### config.mk
export PLATFORM = sky130hd
export DESIGN_NAME = mem_port_arbiter_flat
export DESIGN_NICKNAME = d
export VERILOG_FILES = /design/src/rtl/mem_port_arbiter_if.sv /design/src/rtl/mem_port_arbiter.sv /design/src/flat_wrapper.sv
export SDC_FILE = /design/constraint.sdc
export NUM_CORES = 1
export LEC_CHECK = 0
export ABC_AREA = 1
export CORE_MARGIN = 1.5
export CORE_UTILIZATION = 45
export CTS_CLUSTER_DIAMETER = 200
export DETAILED_ROUTE_END_ITERATION = 6
export DONT_BUFFER_PORTS = 1
export SLEW_MARGIN = 20
export SYNTH_ARGS = -nofsm -noshare
export SYNTH_HDL_FRONTEND = slang
export SYNTH_SLANG_ARGS = --single-unit
### constraint.sdc
create_clock -name clk -period 3.05 [get_ports clk]
set_input_delay 0.305 -clock clk [delete_from_list [all_inputs] [get_ports clk]]
set_output_delay 0.305 -clock clk [all_outputs]
set_load 0.005 [all_outputs]
### src/rtl/mem_port_arbiter_if.sv
// Bundles the fetch, LSU and main-memory signals of the shared memory port arbiter.
// master = arbiter side, slave = requesters plus memory.
interface mem_port_arbiter_if #(
    parameter int unsigned BEATS = 4
);
    logic                  fetch_req;
    logic [31:0]           fetch_addr;
    logic                  fetch_flush;
    logic                  fetch_valid;
    logic [32*BEATS-1:0]   fetch_bundle;
    logic                  lsu_req;
    logic                  lsu_we;
    logic [31:0]           lsu_addr;
    logic [31:0]           lsu_wdata;
    logic                  lsu_done;
    logic [31:0]           lsu_rdata;
    logic [31:0]           mem_addr;
    logic                  mem_re;
    logic                  mem_we;
    logic [31:0]           mem_wdata;
    logic [31:0]           mem_rdata;
    logic                  busy;

    modport master (
        input  fetch_req, fetch_addr, fetch_flush,
        input  lsu_req, lsu_we, lsu_addr, lsu_wdata,
        input  mem_rdata,
        output fetch_valid, fetch_bundle,
        output lsu_done, lsu_rdata,
        output mem_addr, mem_re, mem_we, mem_wdata,
        output busy
    );

    modport slave (
        output fetch_req, fetch_addr, fetch_flush,
        output lsu_req, lsu_we, lsu_addr, lsu_wdata,
        output mem_rdata,
        input  fetch_valid, fetch_bundle,
        input  lsu_done, lsu_rdata,
        input  mem_addr, mem_re, mem_we, mem_wdata,
        input  busy
    );
endinterface

### src/rtl/mem_port_arbiter.sv
// Shares one 32-bit main-memory port between 4-word instruction fetch bundles and
// single-word LSU accesses; LSU has priority, a starvation counter forces fetch progress.
module mem_port_arbiter #(
    parameter int unsigned BEATS        = 4,
    parameter int unsigned STARVE_LIMIT = 3
) (
    input logic                clk,
    input logic                rst,
    mem_port_arbiter_if.master bus
);
    localparam int unsigned BeatW   = (BEATS > 1) ? $clog2(BEATS) : 1;
    localparam int unsigned StarveW = (STARVE_LIMIT > 0) ? $clog2(STARVE_LIMIT + 1) : 1;
    localparam int unsigned BundleW = 32 * BEATS;

    typedef enum logic [2:0] {
        StIdle,
        StFetch,
        StFWait,
        StLsuRd,
        StLWait,
        StLsuWr
    } state_e;

    state_e               state_q, state_d;
    logic [BeatW-1:0]     beat_q, beat_d;
    logic [StarveW-1:0]   starve_q, starve_d;
    logic [31:0]          base_q, base_d;
    logic [BundleW-1:0]   buf_q, buf_d;
    logic [BundleW-1:0]   bundle_q, bundle_d;
    logic                 valid_q, valid_d;
    logic                 done_q, done_d;
    logic [31:0]          rdata_q, rdata_d;

    logic lsu_elig, fetch_elig, grant_fetch;
    logic unused_addr_bits;

    // A requester whose completion pulse is high is still holding its old request.
    assign lsu_elig   = bus.lsu_req && !done_q;
    assign fetch_elig = bus.fetch_req && !valid_q && !bus.fetch_flush;
    assign unused_addr_bits = ^{bus.fetch_addr[1:0], bus.lsu_addr[1:0]};

    always_comb begin
        state_d     = state_q;
        beat_d      = beat_q;
        starve_d    = starve_q;
        base_d      = base_q;
        buf_d       = buf_q;
        bundle_d    = bundle_q;
        valid_d     = 1'b0;
        done_d      = 1'b0;
        rdata_d     = rdata_q;
        grant_fetch = 1'b0;

        unique case (state_q)
            StIdle: begin
                grant_fetch = fetch_elig &&
                              (!lsu_elig || starve_q == StarveW'(STARVE_LIMIT));
                if (grant_fetch) begin
                    state_d  = StFetch;
                    beat_d   = '0;
                    starve_d = '0;
                    base_d   = {bus.fetch_addr[31:2], 2'b00};
                end else if (lsu_elig) begin
                    state_d = bus.lsu_we ? StLsuWr : StLsuRd;
                    // Contested win; starve is below the limit here, so no overflow.
                    if (fetch_elig) starve_d = starve_q + StarveW'(1);
                end
            end
            StLsuWr: begin
                state_d = StIdle;
                done_d  = 1'b1;
            end
            StLsuRd: state_d = StLWait;
            StLWait: begin
                rdata_d = bus.mem_rdata;
                done_d  = 1'b1;
                state_d = StIdle;
            end
            StFetch: begin
                if (bus.fetch_flush) begin
                    state_d = StIdle;
                end else begin
                    // Data returning now belongs to the beat issued last cycle.
                    for (int i = 0; i < int'(BEATS) - 1; i++) begin
                        if (int'(beat_q) == i + 1) buf_d[32*i +: 32] = bus.mem_rdata;
                    end
                    if (beat_q == BeatW'(BEATS - 1)) state_d = StFWait;
                    else                             beat_d  = beat_q + BeatW'(1);
                end
            end
            StFWait: begin
                state_d = StIdle;
                if (!bus.fetch_flush) begin
                    bundle_d = buf_q;
                    bundle_d[32*(BEATS-1) +: 32] = bus.mem_rdata;
                    valid_d  = 1'b1;
                end
            end
            default: state_d = StIdle;
        endcase
    end

    always_comb begin
        bus.mem_re    = (state_q == StFetch) || (state_q == StLsuRd);
        bus.mem_we    = (state_q == StLsuWr);
        bus.mem_addr  = 32'h0;
        bus.mem_wdata = 32'h0;
        unique case (state_q)
            StFetch: bus.mem_addr = base_q + (32'(beat_q) << 2);
            StLsuRd: bus.mem_addr = {bus.lsu_addr[31:2], 2'b00};
            StLsuWr: begin
                bus.mem_addr  = {bus.lsu_addr[31:2], 2'b00};
                bus.mem_wdata = bus.lsu_wdata;
            end
            default: ;
        endcase
    end

    assign bus.busy         = (state_q != StIdle);
    assign bus.fetch_valid  = valid_q;
    assign bus.fetch_bundle = bundle_q;
    assign bus.lsu_done     = done_q;
    assign bus.lsu_rdata    = rdata_q;

    always_ff @(posedge clk) begin
        if (!rst) begin
            state_q  <= StIdle;
            beat_q   <= '0;
            starve_q <= '0;
            base_q   <= '0;
            buf_q    <= '0;
            bundle_q <= '0;
            valid_q  <= 1'b0;
            done_q   <= 1'b0;
            rdata_q  <= '0;
        end else begin
            state_q  <= state_d;
            beat_q   <= beat_d;
            starve_q <= starve_d;
            base_q   <= base_d;
            buf_q    <= buf_d;
            bundle_q <= bundle_d;
            valid_q  <= valid_d;
            done_q   <= done_d;
            rdata_q  <= rdata_d;
        end
    end
endmodule

### src/flat_wrapper.sv
// flat-port wrapper written by rule: the top's interface ports become plain ports
module mem_port_arbiter_flat 
#(
    parameter int unsigned BEATS        = 4,
    parameter int unsigned STARVE_LIMIT = 3
)
  (clk, rst, bus_fetch_req, bus_fetch_addr, bus_fetch_flush, bus_lsu_req, bus_lsu_we, bus_lsu_addr, bus_lsu_wdata, bus_mem_rdata, bus_fetch_valid, bus_fetch_bundle, bus_lsu_done, bus_lsu_rdata, bus_mem_addr, bus_mem_re, bus_mem_we, bus_mem_wdata, bus_busy);
  mem_port_arbiter_if #(.BEATS(BEATS)) bus_i ();
  input logic clk;
  input logic rst;
  input wire logic [$bits(bus_i.fetch_req)-1:0] bus_fetch_req;
  input wire logic [$bits(bus_i.fetch_addr)-1:0] bus_fetch_addr;
  input wire logic [$bits(bus_i.fetch_flush)-1:0] bus_fetch_flush;
  input wire logic [$bits(bus_i.lsu_req)-1:0] bus_lsu_req;
  input wire logic [$bits(bus_i.lsu_we)-1:0] bus_lsu_we;
  input wire logic [$bits(bus_i.lsu_addr)-1:0] bus_lsu_addr;
  input wire logic [$bits(bus_i.lsu_wdata)-1:0] bus_lsu_wdata;
  input wire logic [$bits(bus_i.mem_rdata)-1:0] bus_mem_rdata;
  output wire logic [$bits(bus_i.fetch_valid)-1:0] bus_fetch_valid;
  output wire logic [$bits(bus_i.fetch_bundle)-1:0] bus_fetch_bundle;
  output wire logic [$bits(bus_i.lsu_done)-1:0] bus_lsu_done;
  output wire logic [$bits(bus_i.lsu_rdata)-1:0] bus_lsu_rdata;
  output wire logic [$bits(bus_i.mem_addr)-1:0] bus_mem_addr;
  output wire logic [$bits(bus_i.mem_re)-1:0] bus_mem_re;
  output wire logic [$bits(bus_i.mem_we)-1:0] bus_mem_we;
  output wire logic [$bits(bus_i.mem_wdata)-1:0] bus_mem_wdata;
  output wire logic [$bits(bus_i.busy)-1:0] bus_busy;
  assign bus_i.fetch_req = bus_fetch_req;
  assign bus_i.fetch_addr = bus_fetch_addr;
  assign bus_i.fetch_flush = bus_fetch_flush;
  assign bus_i.lsu_req = bus_lsu_req;
  assign bus_i.lsu_we = bus_lsu_we;
  assign bus_i.lsu_addr = bus_lsu_addr;
  assign bus_i.lsu_wdata = bus_lsu_wdata;
  assign bus_i.mem_rdata = bus_mem_rdata;
  assign bus_fetch_valid = bus_i.fetch_valid;
  assign bus_fetch_bundle = bus_i.fetch_bundle;
  assign bus_lsu_done = bus_i.lsu_done;
  assign bus_lsu_rdata = bus_i.lsu_rdata;
  assign bus_mem_addr = bus_i.mem_addr;
  assign bus_mem_re = bus_i.mem_re;
  assign bus_mem_we = bus_i.mem_we;
  assign bus_mem_wdata = bus_i.mem_wdata;
  assign bus_busy = bus_i.busy;
  mem_port_arbiter #(.BEATS(BEATS), .STARVE_LIMIT(STARVE_LIMIT)) u_core (.clk(clk), .rst(rst), .bus(bus_i));
endmodule
==> metrics.cfg, run 1 <==
[sta]
post-route-period-util_pct=93.13
final_max_slew_viol_count=0
worst-slew-pin-transition_ns=0.9380
finalSetupViolCount=0
final_period_minus_worst_setup_slack_ns=2.841
setup-tns-final_ns=0
clock_skew_ns=0.01163
clock.fmax_mhz=352.0
finalHoldViolCount=0
slew_headroom_pct=37.24
grt_setup_unrepaired=no

[detailed_routing]
met2RoutedLength_mm=18.36
wl_met3_mm=3.168
dr.first_iter.drc_count=795
firstDrtPassIters=5
routed.top_layer=met4
drt_drc_violations_left=0
detail_route.wirelength.met1_mm=14.86
via_per_inst=5.286
route.detailed.wl_per_inst_um=18.94
overall_routed_net_length_mm=37.60
route.vias.total=10490
route.antenna.remaining_nets=0

[clock_tree]
cell_chosen_for_the_clock_root=sky130_fd_sc_hd__clkbuf_16
clock_latency_ns=0.57
post_cts_buffers=0
tritoncts_buffer_count=31
tritoncts_clock_tree=done
cts_sinks=295
clkSlewWorstSetupHoldPaths_ns=0.06
clock_h_tree_levels=1
clock_tree.buffer_depth=3

[cells_and_area]
final_nets=1769
regArea_sq_um=5906
multi_input_comb_area_sq_um=4800
finish.cell_count_without_fillers=1985
drive_gt1_share_pct=5.021
nFillCells=2441
area.growth.synth_to_final_pct=16.69

[floorplanning]
floorplan.rows=58
start_util_pct=46.18
die-height_um=164.2
core_footprint_sq_um=25330
dieWidth_um=164.2
die-area_sq_um=26960
ioPinCount=363

[global_routing]
grt_pass1_vias=9432
first_pass_grt_wire_length_mm=55.32
global_route.usage.total_pct=26.83
grt_overflow=0
grt_max_degree=229
grt_antenna_before_repair=2

[worst_setup_path]
slack_of_the_worst_reg_to_reg_path_ns=0.69
crit-reg2reg-launch=u_core.state_q[0]$_SDFFE_PN0P_
timing.setup.critical_path_class=register to primary output
r2r.worst_path.cells=9
setup.worst_path.start_class=register
crit_path_end_kind=primary output
worst-endpoint-arrival_ns=2.54
reg2reg_to=u_core.buf_q[81]$_SDFFE_PN0P_
cp_data_required_time_ns=2.74
crit_path_max_fanout=6

[placed_design]
hpwl_dp_mm=24.37
port_buffers=0
place.gp.congestion=0.8882
post-place-cells=1841

[yosys]
synth_area_per_cell_sq_um=7.319
synth_top_cell_by_area=sky130_fd_sc_hd__dfxtp_1
synth_sequential_area_ratio_pct=50.50
syn_area_sq_um=11690
synthCells=1598
yosys_warnings=0
ys_ff_latch=295
synth_cell_types=33
post-synth-top-area-fraction_pct=50.50
post_synth_main_area_contributors=sky130_fd_sc_hd__dfxtp_1, sky130_fd_sc_hd__o21ai_0, sky130_fd_sc_hd__nor2_1

[power]
p_leak_nw=5.356
power.density_nw_per_um2=671.3
peakVddDrop_uv=685.9

[worst_hold_path]
min_path_cells=2
min-delay-start=rst
whs_endpoint=u_core.base_q[24]$_SDFFE_PN0P_
hold_path.class=input pin to register

[flow_run]
max_cap_viol_count=0

[outcome]
run_status=finished clean

## layer usage
metal  up-vias  GRT usage (%)
met5         -              0
met4         0          10.08
met3        63          7.298
met2       412          46.28
met1      4802          31.68
li1       5215              -
## logic make-up after synthesis
logic type	after synthesis	share of synthesized area, %
buffers and inverters	245	8.559
other	1	0.03207
adder cells (fa/ha/maj)	7	0.8131
flip-flops	295	50.50
AO/OA/AOI/OAI	449	19.36
AND/OR/NAND/NOR	601	20.73
## cell usage in the layout (no fill, tap or decap), types with 2 or more instances in the layout
cell,count
sky130_fd_sc_hd__nor2_1,314
sky130_fd_sc_hd__dfxtp_1,295
sky130_fd_sc_hd__o21ai_0,258
sky130_fd_sc_hd__nand2_1,193
sky130_fd_sc_hd__a21oi_1,179
sky130_fd_sc_hd__inv_1,137
sky130_fd_sc_hd__dlygate4sd3_1,83
sky130_fd_sc_hd__nand3_1,74
sky130_fd_sc_hd__clkbuf_16,31
sky130_fd_sc_hd__buf_4,14
sky130_fd_sc_hd__clkbuf_1,10
sky130_fd_sc_hd__clkinv_2,9
sky130_fd_sc_hd__o21ai_1,7
sky130_fd_sc_hd__ha_1,6
sky130_fd_sc_hd__clkbuf_8,5
sky130_fd_sc_hd__nand2_2,4
sky130_fd_sc_hd__or2_2,4
sky130_fd_sc_hd__nor2_2,3
sky130_fd_sc_hd__diode_2,2
sky130_fd_sc_hd__nor2_4,2
sky130_fd_sc_hd__clkinv_1,2
sky130_fd_sc_hd__a22o_1,2
sky130_fd_sc_hd__conb_1,2
sky130_fd_sc_hd__buf_12,2
## stage by stage
stage | hold slack [ns] | utilization (%) | setup slack [ns] | power (W) | area (sq um)
floorplan | 0.4297 | - | 1.135 | 0.005124 | 11700
global placement | 0.4370 | 46.57 | 0.6778 | 0.005360 | 11800
detailed placement | 0.4409 | 46.57 | 0.6284 | 0.005380 | 11800
CTS | 0.004939 | 53.85 | 0.03482 | 0.009235 | 13640
global route | 0.02779 | 53.88 | 0.02735 | 0.009557 | 13650
finish | 0.03347 | 53.88 | 0.2095 | 0.009162 | 13650
## worst max-delay path by stage
stage	from	end	slack (ns)	cells past startpoint
after floorplan	u_core.beat_q[0]$_SDFFE_PN0P_	bus_mem_addr[18]	1.14	9
after global placement	u_core.beat_q[0]$_SDFFE_PN0P_	bus_mem_addr[20]	0.68	8
after detailed placement	u_core.beat_q[0]$_SDFFE_PN0P_	bus_mem_addr[20]	0.63	8
after CTS	u_core.beat_q[0]$_SDFFE_PN0P_	bus_mem_addr[20]	0.03	8
after global routing	u_core.beat_q[0]$_SDFFE_PN0P_	bus_mem_addr[16]	0.03	10
final	u_core.beat_q[0]$_SDFFE_PN0P_	bus_mem_addr[16]	0.21	10
## critical path, cell delays in order (launching register included)
cell,delay [ns]
sky130_fd_sc_hd__dfxtp_1,0.46
sky130_fd_sc_hd__ha_1,0.24
sky130_fd_sc_hd__fa_1,0.24
sky130_fd_sc_hd__nand2_1,0.09
sky130_fd_sc_hd__nor2_1,0.19
sky130_fd_sc_hd__nand2_1,0.15
sky130_fd_sc_hd__nor2_2,0.24
sky130_fd_sc_hd__nand2_1,0.08
sky130_fd_sc_hd__nand2_1,0.07
sky130_fd_sc_hd__nand3_1,0.11
sky130_fd_sc_hd__nand2_1,0.11
## flip-flops by register name, summed over array words and instances, names as in the netlist
name,count
u_core.bus.fetch_bundle,128
u_core.bus.lsu_rdata,32
u_core.beat_q,2
u_core.bus.lsu_done,1
u_core.buf_q,96
u_core.state_q,3
u_core.starve_q,2
u_core.bus.fetch_valid,1
u_core.base_q,30
## power by group
group | internal, W | total, W | switching [W]
Combinational | 0.000387 | 0.00111 | 0.000724
Clock | 0.00209 | 0.00365 | 0.00156
Sequential | 0.00414 | 0.00440 | 0.000260
Total | 0.00662 | 0.00916 | 0.00254
## Yosys cell counts
cell type                  number
sky130_fd_sc_hd__a21oi_1      179
sky130_fd_sc_hd__a22o_1         2
sky130_fd_sc_hd__and2_1         1
sky130_fd_sc_hd__and3_1         1
sky130_fd_sc_hd__buf_1          1
sky130_fd_sc_hd__buf_2         29
sky130_fd_sc_hd__buf_4          4
sky130_fd_sc_hd__buf_6          4
sky130_fd_sc_hd__clkbuf_1      66
sky130_fd_sc_hd__clkinv_1       2
sky130_fd_sc_hd__conb_1         1
sky130_fd_sc_hd__dfxtp_1      295
sky130_fd_sc_hd__fa_1           1
sky130_fd_sc_hd__ha_1           6
sky130_fd_sc_hd__inv_1        137
sky130_fd_sc_hd__inv_2          2
sky130_fd_sc_hd__nand2_1      194
sky130_fd_sc_hd__nand2_2        3
sky130_fd_sc_hd__nand2_4        1
sky130_fd_sc_hd__nand3_1       74
sky130_fd_sc_hd__nand3_2        1
sky130_fd_sc_hd__nand3b_1       1
sky130_fd_sc_hd__nand4_1        1
sky130_fd_sc_hd__nor2_1       316
sky130_fd_sc_hd__nor2_2         1
sky130_fd_sc_hd__nor2_4         2
sky130_fd_sc_hd__nor2_8         1
sky130_fd_sc_hd__o211a_1        1
sky130_fd_sc_hd__o21a_1         1
sky130_fd_sc_hd__o21ai_0      259
sky130_fd_sc_hd__o21ai_1        6
sky130_fd_sc_hd__o21bai_1       1
sky130_fd_sc_hd__or2_2          4
## timing repair
action / CTS / global route
hold buffers: 84 / 0
resized for setup: 0 / 2
setup endpoints to repair: 0 / 3
hold endpoints to repair: 291 / 0
## cell type report
cell class / count / share of cell area (%)
well taps: 330 / 3.026
repair buffers: 100 / 7.353
diodes: 2 / 0.03667
multi-input cells: 1059 / 35.17
clock inverters: 12 / 0.7610
clock buffers: 46 / 6.464
inverters: 141 / 3.915
flip-flops and latches: 295 / 43.28
Note: power is estimated with default switching activity, not from simulation.
==> inputs of run 2 (changes only) <==
Settings changed: PLACE_DENSITY set to 0.61.
==> run 2 against run 1 <==
Power is 6.8% higher. Worst setup slack worse by 0.027 ns. Count of clock-buffer cells in the layout is 7 higher. Routed wire length is 3.6% higher. Clock power is 17% higher. Register-to-register slack better by 0.02 ns. Via count hardly changed. Sequential power hardly changed. Critical path depth is 2 lower. Sequential share of layout area is 0.40 points lower. Core utilization is 0.51 points higher. Cell area is 0.94% higher.
==> metrics.cfg, run 2 (synthesized netlist as in run 1, its figures left out) <==
[outcome]
run_status=finished clean

[worst_setup_path]
slowest_delay_ns=0.46
cp_top_family=simple AND/OR/NAND/NOR gates
crit-reg2reg-launch=u_core.state_q[1]$_SDFFE_PN0P_
crit_path_end_kind=primary output
setup.worst_path.start_class=register
reg2reg_to=u_core.bus.lsu_rdata[26]$_SDFFE_PN0N_
cpMaxStageDelayCell=sky130_fd_sc_hd__dfxtp_1
worst-endpoint-arrival_ns=2.56
cp_data_required_time_ns=2.74
startpoint=u_core.beat_q[0]$_SDFFE_PN0P_
crit_path_frequent_cell=sky130_fd_sc_hd__nand2_1
worst-path-stages=8
r2r.worst_path.cells=9
timing.setup.critical_path_class=register to primary output
crit_path_cell_trace=ha_1 -> fa_1 -> nand2_1 -> nor2_1 -> nand2_1 -> nor2_2 -> a21oi_1 -> o21ai_0
crit_path_max_fanout=6
number_of_buffer_and_inverter_instances_along_the_worst_setup_path=0
setup.worst_path.end=bus_mem_addr[20]
slack_of_the_worst_reg_to_reg_path_ns=0.71

[global_routing]
grt_antenna_before_repair=1
first_pass_grt_wire_length_mm=57.52
grt_pass1_vias=9815
grt_overflow=0
global_route.usage.total_pct=28.03
grt_max_degree=220

[detailed_routing]
firstDrtPassIters=5
route.detailed.wl_per_inst_um=19.68
via_per_inst=5.302
drt_drc_violations_left=0
overall_routed_net_length_mm=38.96
route.antenna.remaining_nets=0
dr.first_iter.drc_count=833
route.vias.total=10500

[clock_tree]
clkSlewWorstSetupHoldPaths_ns=0.06
tritoncts_buffer_count=34
post_cts_buffers=0
cell_chosen_for_the_clock_root=sky130_fd_sc_hd__clkbuf_16
cts_sinks=295
clock_latency_ns=0.51
clock_tree.buffer_depth=3
tritoncts_clock_tree=done
clock_h_tree_levels=2

[floorplanning]
die-area_sq_um=26960
ioPinCount=363
start_util_pct=46.18
floorplan.rows=58
core_footprint_sq_um=25330
die-height_um=164.2
dieWidth_um=164.2

[power]
power.density_nw_per_um2=710.3
total_power_w=0.009784
p_leak_nw=5.426
peakVddDrop_uv=446.3

[flow_run]
max_cap_viol_count=0

[cells_and_area]
largest_reg_flops=128
finish.cell_count_without_fillers=1980
drive_gt1_share_pct=5.094
final_area_sq_um=13780
final_nets=1765
mostFrequentLayoutCell=sky130_fd_sc_hd__nor2_1
area.growth.synth_to_final_pct=17.79
mostFrequentLayoutCells=sky130_fd_sc_hd__nor2_1, sky130_fd_sc_hd__dfxtp_1, sky130_fd_sc_hd__o21ai_0

[sta]
final_period_minus_worst_setup_slack_ns=2.867
post-route-period-util_pct=94.02
slew_headroom_pct=34.57
fin_ws_ns=0.1825
worst-slew-pin-transition_ns=0.9803
finalSetupViolCount=0
grt_setup_unrepaired=no
clock_skew_ns=0.01533
setup-tns-final_ns=0
clock.fmax_mhz=348.7
final_max_slew_viol_count=0
finalHoldViolCount=0

[placed_design]
post-place-cells=1839
dpl-instance-area_sq_um=11780
port_buffers=0
post-place-ws_ns=0.6937
hpwl_dp_mm=24.42
place.gp.congestion=0.8845

[worst_hold_path]
hold_path.class=input pin to register

[run 2: cell types whose count changed in the layout (fill, tap and decap cells not counted), moves of 2 or more]
cell,before,now
sky130_fd_sc_hd__clkbuf_8,5,8
sky130_fd_sc_hd__bufinv_16,1,4
sky130_fd_sc_hd__clkbuf_16,31,35
sky130_fd_sc_hd__clkinv_2,9,2
sky130_fd_sc_hd__dlygate4sd3_1,83,78
sky130_fd_sc_hd__buf_4,14,12
[run 2: area by class of cell]
class                           instances  area (sq um)
Timing Repair Buffer                   93         938.4
Antenna cell                            1         2.502
Clock inverter                          8         158.9
Inverter                              141         534.3
Multi-Input combinational cell       1059          4800
Sequential cell                       295          5906
Tap cell                              330         412.9
Clock buffer                           53          1023
Fill cell                            2464         11550
[run 2: worst register-to-register path: stages (launching register included)]
cell	delay (ns)
sky130_fd_sc_hd__dfxtp_1	0.35
sky130_fd_sc_hd__inv_1	0.15
sky130_fd_sc_hd__nand2_1	0.12
sky130_fd_sc_hd__nor2_2	0.09
sky130_fd_sc_hd__buf_4	0.34
sky130_fd_sc_hd__inv_1	0.08
sky130_fd_sc_hd__buf_4	0.26
sky130_fd_sc_hd__nor2_1	0.17
sky130_fd_sc_hd__nor2_1	0.08
sky130_fd_sc_hd__dlygate4sd3_1	0.57
[run 2: timing repair]
action	4_1_cts	5_1_grt
endpoints found under the hold margin	284	0
hold buffers	79	0
setup endpoints to repair	0	3
gates resized for setup	0	1
[run 2: how the worst min path moves through the flow]
stage                                   from                                       end  slack [ns]  cells past startpoint
5_1_grt                    bus_mem_rdata[28]             u_core.buf_q[92]$_SDFFE_PN0P_        0.02                      2
6_report                  bus_fetch_addr[19]            u_core.base_q[19]$_SDFFE_PN0P_        0.01                      2
3_5_place_dp   u_core.buf_q[35]$_SDFFE_PN0P_             u_core.buf_q[35]$_SDFFE_PN0P_        0.44                      2
2_1_floorplan   u_core.buf_q[0]$_SDFFE_PN0P_              u_core.buf_q[0]$_SDFFE_PN0P_        0.43                      2
3_3_place_gp   u_core.buf_q[29]$_SDFFE_PN0P_  u_core.bus.fetch_bundle[29]$_SDFFE_PN0P_        0.44                      2
4_1_cts                   bus_fetch_addr[26]            u_core.base_q[26]$_SDFFE_PN0P_      0.0007                      2
[run 2: stage by stage]
stage	utilization, %	hold slack, ns
3_3_place_gp	46.51	0.4371
5_1_grt	54.39	0.01697
4_1_cts	54.37	0.0007357
6_report	54.39	0.01228
2_1_floorplan	-	0.4297
3_5_place_dp	46.51	0.4426
[run 2: layer usage]
metal / wire length, um / GRT usage, %
met3: 3239 / 8.005
met4: 1145 / 9.917
met1: 15560 / 33.04
met2: 19000 / 48.43
met5: 11 / 0
[run 2: where the power goes]
part / internal (W) / switching (W)
Clock: 0.00266 / 0.00161
Combinational: 0.000388 / 0.000728
Sequential: 0.00414 / 0.000262
Total: 0.00719 / 0.00260
